`config.mk`:
```
export PLATFORM = sky130hd
export DESIGN_NAME = logic_pipe
export DESIGN_NICKNAME = d
export VERILOG_FILES = /design/src/rtl/logic_pipe_pkg.sv /design/src/rtl/logic_pipe_stage.sv /design/src/rtl/logic_pipe.sv
export SDC_FILE = /design/constraint.sdc
export NUM_CORES = 1
export LEC_CHECK = 0
export CAP_MARGIN = 20
export CORE_MARGIN = 8
export CORE_UTILIZATION = 46
export DETAILED_ROUTE_END_ITERATION = 6
export GPL_TIMING_DRIVEN = 0
export MAX_ROUTING_LAYER = met4
export PLACE_DENSITY = 0.86
export SKIP_CTS_REPAIR_TIMING = 1
export SLEW_MARGIN = 10
export SYNTH_ARGS = -nofsm -noshare
export SYNTH_HDL_FRONTEND = slang
export SYNTH_SLANG_ARGS = --single-unit
```
`constraint.sdc`:
```
create_clock -name Clk -period 1.3 [get_ports Clk]
set_input_delay 0.39 -clock Clk [delete_from_list [all_inputs] [get_ports Clk]]
set_output_delay 0.39 -clock Clk [all_outputs]
set_load 0.05 [all_outputs]
```
`src/rtl/logic_pipe_pkg.sv`:
```
// Shared definitions for logic_pipe: operator encodings and the
// single-lane operator function that the top level applies bit by bit.
package logic_pipe_pkg;

    localparam int OP_W = 2;

    typedef enum logic [OP_W-1:0] {
        OP_NAND = 2'd0,
        OP_AND  = 2'd1,
        OP_XOR  = 2'd2,
        OP_NOR  = 2'd3
    } op_e;

    // One lane only; callers slice their buses so any WIDTH works.
    function automatic logic apply_op(input logic a, input logic b, input op_e op);
        logic r;
        unique case (op)
            OP_NAND: r = ~(a & b);
            OP_AND:  r = a & b;
            OP_XOR:  r = a ^ b;
            OP_NOR:  r = ~(a | b);
            default: r = 1'b0;
        endcase
        return r;
    endfunction

endpackage

```
`src/rtl/logic_pipe_stage.sv`:
```
// One valid/ready register stage. It accepts new data whenever it is empty
// or its own contents are leaving downstream in the same cycle.
module logic_pipe_stage #(
    parameter int W = 8
) (
    input  logic         Clk,
    input  logic         Rst,
    input  logic         up_valid,
    input  logic [W-1:0] up_data,
    output logic         up_ready,
    output logic         dn_valid,
    output logic [W-1:0] dn_data,
    input  logic         dn_ready
);

    assign up_ready = !dn_valid || dn_ready;

    always_ff @(posedge Clk) begin
        if (Rst) begin
            dn_valid <= 1'b0;
            dn_data  <= '0;
        end else if (up_valid && up_ready) begin
            dn_valid <= 1'b1;
            dn_data  <= up_data;
        end else if (dn_ready) begin
            dn_valid <= 1'b0;
        end
    end

    // A stalled stage must hold its contents untouched.
    assert property (@(posedge Clk)
        (dn_valid && !dn_ready && !Rst) |=> (dn_valid && $stable(dn_data)));

endmodule

```
`src/rtl/logic_pipe.sv`:
```
// Operand register, bitwise operator and DEPTH result stages with
// valid/ready flow control; used as a parametrised timing test datapath.
module logic_pipe
    import logic_pipe_pkg::*;
#(
    parameter int WIDTH = 8,
    parameter int DEPTH = 2
) (
    input  logic                       Clk,
    input  logic                       Rst,
    input  logic [WIDTH-1:0]           IN1,
    input  logic [WIDTH-1:0]           IN2,
    input  logic [OP_W-1:0]            OP,
    input  logic                       in_valid,
    output logic                       in_ready,
    output logic [WIDTH-1:0]           OUT,
    output logic                       out_valid,
    input  logic                       out_ready,
    output logic [$clog2(DEPTH+2)-1:0] occupancy
);

    localparam int S0_W  = 2*WIDTH + OP_W;
    localparam int OCC_W = $clog2(DEPTH+2);

    logic [S0_W-1:0]  s0_data;
    logic             s0_valid;
    logic [WIDTH-1:0] op_a;
    logic [WIDTH-1:0] op_b;
    logic [OP_W-1:0]  op_bits;
    logic [WIDTH-1:0] op_result;

    logic             vld [DEPTH];
    logic             rdy [DEPTH];
    logic [WIDTH-1:0] res [DEPTH];

    logic_pipe_stage #(.W(S0_W)) u_s0 (
        .Clk      (Clk),
        .Rst      (Rst),
        .up_valid (in_valid),
        .up_data  ({IN1, IN2, OP}),
        .up_ready (in_ready),
        .dn_valid (s0_valid),
        .dn_data  (s0_data),
        .dn_ready (rdy[0])
    );

    assign {op_a, op_b, op_bits} = s0_data;

    always_comb begin
        op_result = '0;
        for (int i = 0; i < WIDTH; i++) begin
            op_result[i] = apply_op(op_a[i], op_b[i], op_e'(op_bits));
        end
    end

    // Result stage k+1 lives at index k; the last one faces out_ready.
    for (genvar k = 0; k < DEPTH; k++) begin : g_res
        logic             up_v;
        logic [WIDTH-1:0] up_d;
        logic             dn_r;

        if (k == 0) begin : g_first
            assign up_v = s0_valid;
            assign up_d = op_result;
        end else begin : g_mid
            assign up_v = vld[k-1];
            assign up_d = res[k-1];
        end

        if (k == DEPTH-1) begin : g_last
            assign dn_r = out_ready;
        end else begin : g_inner
            assign dn_r = rdy[k+1];
        end

        logic_pipe_stage #(.W(WIDTH)) u_stage (
            .Clk      (Clk),
            .Rst      (Rst),
            .up_valid (up_v),
            .up_data  (up_d),
            .up_ready (rdy[k]),
            .dn_valid (vld[k]),
            .dn_data  (res[k]),
            .dn_ready (dn_r)
        );
    end

    assign OUT       = res[DEPTH-1];
    assign out_valid = vld[DEPTH-1];

    always_comb begin
        occupancy = OCC_W'(s0_valid);
        for (int k = 0; k < DEPTH; k++) begin
            occupancy = occupancy + OCC_W'(vld[k]);
        end
    end

    assert property (@(posedge Clk) disable iff (Rst)
        (32'(occupancy) <= DEPTH + 1));

endmodule
```
# After elaboration in Yosys (flattened, before gate mapping)
# Cells that the tools add are included.
dict set report op_classes {
  eq_ne 3
  mux 14
  div_mod_pow 0
  bitwise_logic 40
  shift 0
  n_lt_le_gt_ge 0
  reduce_logical 13
  addsub 2
  n_mul 0
}
# operator count
set ops {}
lappend ops {{1-bit one-hot mux with 4 select lines} 8}
lappend ops {{1-bit inverter} 16}
lappend ops {{1-bit bitwise AND} 8}
lappend ops {{1-bit bitwise OR} 8}
lappend ops {{1-bit bitwise XOR} 8}
lappend ops {{1-bit 2-to-1 mux} 6}
lappend ops {{2-bit nonzero test} 3}
lappend ops {{2-bit == test (second input constant)} 2}
lappend ops {{1-bit logical AND} 3}
lappend ops {{1-bit logical NOT} 3}
lappend ops {{1-bit logical OR} 3}
lappend ops {{1-bit by 1-bit adder with 2-bit output} 1}
lappend ops {{2-bit by 1-bit adder with 2-bit output} 1}
lappend ops {{2-bit by 1-bit == test with 1-bit output (second input constant)} 1}
lappend ops {{2-bit logical NOT} 1}
dict set report word_totals {
  inputBits 22
  ramBits 0
  reg_bits 37
  memories 0
  wordCells 78
  latchBits 0
  rom_bits 0
}

# Longest topological paths before layout
dict set report depth {
  depth_word 6
  ltp_mapped 6
  mapped_depth_nobuf 6
}

# By module
# A second synthesis with hierarchy kept.
dict set report hier_totals {
  hier_cells 228
  hier_area_um2 2421.1
}
# mod area_per_inst_um2 instances cells_per_inst
set modules_own_cells {}
lappend modules_own_cells {{logic_pipe_stage at u_s0} 991.0 1 86}
lappend modules_own_cells {{logic_pipe_stage at g_res[0].u_stage ...} 441.7 2 41}
lappend modules_own_cells {logic_pipe 546.8 1 60}

# Worst setup path after synthesis
# Ideal clock, no wire load.
dict set report synth_timing {
  kind {flip-flop to flip-flop}
  start {register g_res[1].u_stage.dn_valid}
  end {register u_s0.dn_data[17]}
  path_buffers 2
  t_arrival_ns 1.885
  period_less_slack_ns 2.017
  path_slack_ns -0.717
  stages_incl_launch_ff 7
  setup_ns 0.132
  cell_sequence {dfxtp_1 nand4b_2 and2_1 buf_2 buf_6 nand2_1 a21oi_1}
}
dict set report synth_between {
  elab_chain_len 5
}
# element line_no
set synth_lines {}
lappend synth_lines {{start, declared} logic_pipe_stage.sv:11} ;# output logic dn_valid,
lappend synth_lines {{start signal, assigned} logic_pipe_stage.sv:20} ;# dn_valid <= 1'b0;
lappend synth_lines {{start signal, assigned} logic_pipe_stage.sv:23} ;# dn_valid <= 1'b1;
lappend synth_lines {{start signal, assigned} logic_pipe_stage.sv:26} ;# dn_valid <= 1'b0;
lappend synth_lines {{1-bit logical NOT} logic_pipe_stage.sv:16} ;# assign up_ready = !dn_valid || dn_ready;
lappend synth_lines {{1-bit logical OR (3 in series)} logic_pipe_stage.sv:16}
lappend synth_lines {{via in_ready} logic_pipe.sv:15} ;# output logic in_ready,
lappend synth_lines {{1-bit logical AND} logic_pipe_stage.sv:22} ;# end else if (up_valid && up_ready) begin
lappend synth_lines {{end signal, assigned} logic_pipe_stage.sv:24} ;# dn_data <= up_data;
lappend synth_lines {{end, declared} logic_pipe_stage.sv:12} ;# output logic [W-1:0] dn_data,
# The timed path passes the listed nets, and every way through them passes these cells.
# A chain may end at the register's enable or synchronous reset.

# Worst setup path in the final report
dict set report layout_timing {
  start {register g_res[1].u_stage.dn_valid}
  end {output port occupancy[0]}
}
dict set report layout_between {
  elab_chain_len 1
}
# element line_no
set layout_lines {}
lappend layout_lines {{2-bit by 1-bit adder with 2-bit output} logic_pipe.sv:94} ;# occupancy = occupancy + OCC_W'(vld[k]);
lappend layout_lines {{end, declared} logic_pipe.sv:19} ;# output logic [$clog2(DEPTH+2)-1:0] occupancy
# Every way passes these cells.

==> impl_metrics.toml <==
[setup_path]
r2r_cells = 8
timing.rr.end = "u_s0.dn_data[2]"
end_kind = "output port"
ff2ff_setup_slack_ns = -0.16
critPathRequiredTime_ns = 0.91
worstSetupPathDepth = 2
reg2reg_from = "g_res[1].u_stage.dn_valid"
crit_chain = "fa_2 -> buf_8"
cpMaxStageDelayCell = "fa_2"
slowest_delay_ns = 0.59
cp.buffers_inverters = 1
critical_path.endpoint = "occupancy[0]"
crit_type = "reg -> out"
crit_arrival_ns = 1.39
critPathLaunchType = "register"
crit_fanout = 3
critPathLaunch = "g_res[1].u_stage.dn_valid"
cp_top_family = "adder cells"

[global_route]
grt_overflow = 0
antenna_found_initial = 0
grt_first_pass_wirelength_um = 5960
grt_use_met1_pct = 13.8
first_global_vias = 1366
met3_usage_pct = 2.73
busiest_layer = "met2"
grt_max_degree = 12
met2_usage_pct = 20.0
grt_use_total_pct = 12.4

[finish]
multi_input_area_um2 = 1030
final_common_cell = "nand2_1"
drive_above_1_share_pct = 35.8
final_cell_mix = "32 x nand2_1, 20 x inv_1, 20 x clkdlybuf4s50_1"
synthToLayoutAreaGrowth_pct = 43.2
fillers = 264
fin_nets = 303
antenna_cells = 0
final_core_util_pct = 69.5
ff_latch_area_um2 = 772

[flow_run]
cap_violations = 0

[timing]
setup_viol = 23
slew_viol_final = 0
hold_viol_final = 0
rsz0062_at_grt = "yes"
fmax_mhz = 563
period_needed_ns = 1.78
finalCritPeriodShare_pct = 137
finalWorstSetupSlack_ns = -0.478
max_slew.worst_pin.slew_ns = 0.361
skew_ns = 0.00875
slew_headroom_pct = 75.9

[floorplan]
rows = 22
top_level_ports = 34
die-area_um2 = 6180
die_x_um = 78.6
initial_core_util_pct = 48.6
die_y_um = 78.6
coreArea_um2 = 3720

[drt]
wire_per_inst_um = 14.7
drtIter0Drc = 48
ant_nets = 0
firstDrtPassIters = 4
wirelength_um = 4600
num_vias = 1609
drc = 0
vias_per_cell = 5.14

[hold_path]
min_path_type = "reg -> reg"

[clocking]
cts_htree_levels = 2
cts-root-buf = "clkbuf_8"
cts_buffers = 5
clock_latency_ns = 0.29
cts_tree = "yes"
cts_sinks = 37
cts_buffer_depth = 2
cts.clk_slew.worst_paths_ns = 0.07

[synthesis]
syn-num-nets = 247
synthesis.area_um2 = 1800
yosysWarnings = 0
postSynthAreaPerCell_um2 = 8.67
yosysSeqAreaShare_pct = 41.1
syn_inst = 208
synth.distinct_cells = 23
ys_ff_latch = 37

[place]
globalplace.congestion = 0.799
port_buffers = 33
hpwl_um = 2760
place_worst_setup_slack_ns = -0.968

[pwr]
peakVddDrop_mv = 0.673
powerDensity_nw_per_um2 = 986
power.leakage_uw = 0.00116

[status]
violations = "setup timing"
status = "finished, violations left"
[registers in the layout, indices dropped and copies added, names as in the netlist]
register / flops
g_res.u_stage.dn_valid: 2
u_s0.dn_valid: 1
u_s0.dn_data: 18
g_res.u_stage.dn_data: 16
[cell usage after synthesis]
cell type | number | area (um^2)
nand2b_1 | 1 | 6.26
ha_1 | 16 | 200
nand3b_1 | 1 | 7.51
a211oi_1 | 6 | 45.0
dfxtp_1 | 37 | 741
mux2_2 | 2 | 22.5
a21oi_1 | 26 | 130
and2_1 | 1 | 6.26
nor2_1 | 17 | 63.8
a22o_1 | 8 | 70.1
fa_1 | 1 | 20.0
nand4b_2 | 1 | 15.0
inv_1 | 20 | 75.1
nor2b_1 | 1 | 6.26
buf_6 | 1 | 11.3
buf_4 | 3 | 22.5
mux2i_1 | 16 | 160
clkbuf_1 | 4 | 15.0
nand2_1 | 39 | 146
nand2_2 | 1 | 6.26
buf_2 | 3 | 15.0
a21oi_2 | 1 | 8.76
o21ai_0 | 2 | 10.0
[logic make-up after synthesis]
family,synth area share [%]
AND/OR/NAND/NOR,14.3
buffers and inverters,7.70
multiplexers,10.1
flip-flops,41.1
adder cells (fa/ha/maj),12.2
AO/OA/AOI/OAI,14.6
[per-stage QoR]
| stage | cells | instance area (um^2) | setup TNS [ns] | hold WS, ns | power [uW] |
|---|---|---|---|---|---|
| after detailed placement | 289 | 2220 | -21.58 | 0.467 | 1640 |
| after global placement | 289 | 2220 | -20.67 | 0.461 | 1620 |
| after global routing | 313 | 2580 | -4.19 | 0.485 | 2650 |
| after CTS | 297 | 2310 | -13.96 | 0.477 | 2450 |
| after floorplan | 208 | 1830 | -1.69 | 0.449 | 1500 |
| final | 313 | 2580 | -2.96 | 0.474 | 2550 |
[worst min path at each step]
stage                                           start                     endpoint  cells past startpoint
after floorplan           g_res[0].u_stage.dn_data[6]  g_res[0].u_stage.dn_data[6]                      1
after global placement                u_s0.dn_data[8]              u_s0.dn_data[8]                      2
after detailed placement  g_res[0].u_stage.dn_data[1]  g_res[0].u_stage.dn_data[1]                      1
after CTS                             u_s0.dn_data[8]              u_s0.dn_data[8]                      2
after global routing      g_res[0].u_stage.dn_data[1]  g_res[0].u_stage.dn_data[1]                      1
final                                u_s0.dn_data[15]             u_s0.dn_data[15]                      2
[power by group]
part | total [uW] | internal (uW) | switching [uW]
logic | 480 | 243 | 237
clock network | 819 | 432 | 387
registers | 1250 | 1200 | 51.0
total | 2550 | 1870 | 675
[per-layer routing]
layer / wire length [um] / vias to the layer above / share of wire (%)
li1: - / 799 / -
met1: 2080 / 765 / 45
met2: 2310 / 36 / 50
met3: 96 / 9 / 2.1
met4: 112 / 0 / 2.4
met5: 0 / - / 0
[area by class of cell]
class	instances	area share (%)
buffer	9	3.15
sequential	37	29.9
inverter	20	2.91
timing repair buffer	50	18.3
multi-input combinational	141	40.0
clock buffer	8	3.49
tap	48	2.32
[tightest hold or removal path, delay by kind of cell, from the launching register on]
kind / cells / cell delay (ns)
AOI/OAI and AO/OA: 1 / 0.05
DFF: 1 / 0.33
and+or+nand+nor: 1 / 0.06
No activity file was read; power rests on OpenSTA's default activity.
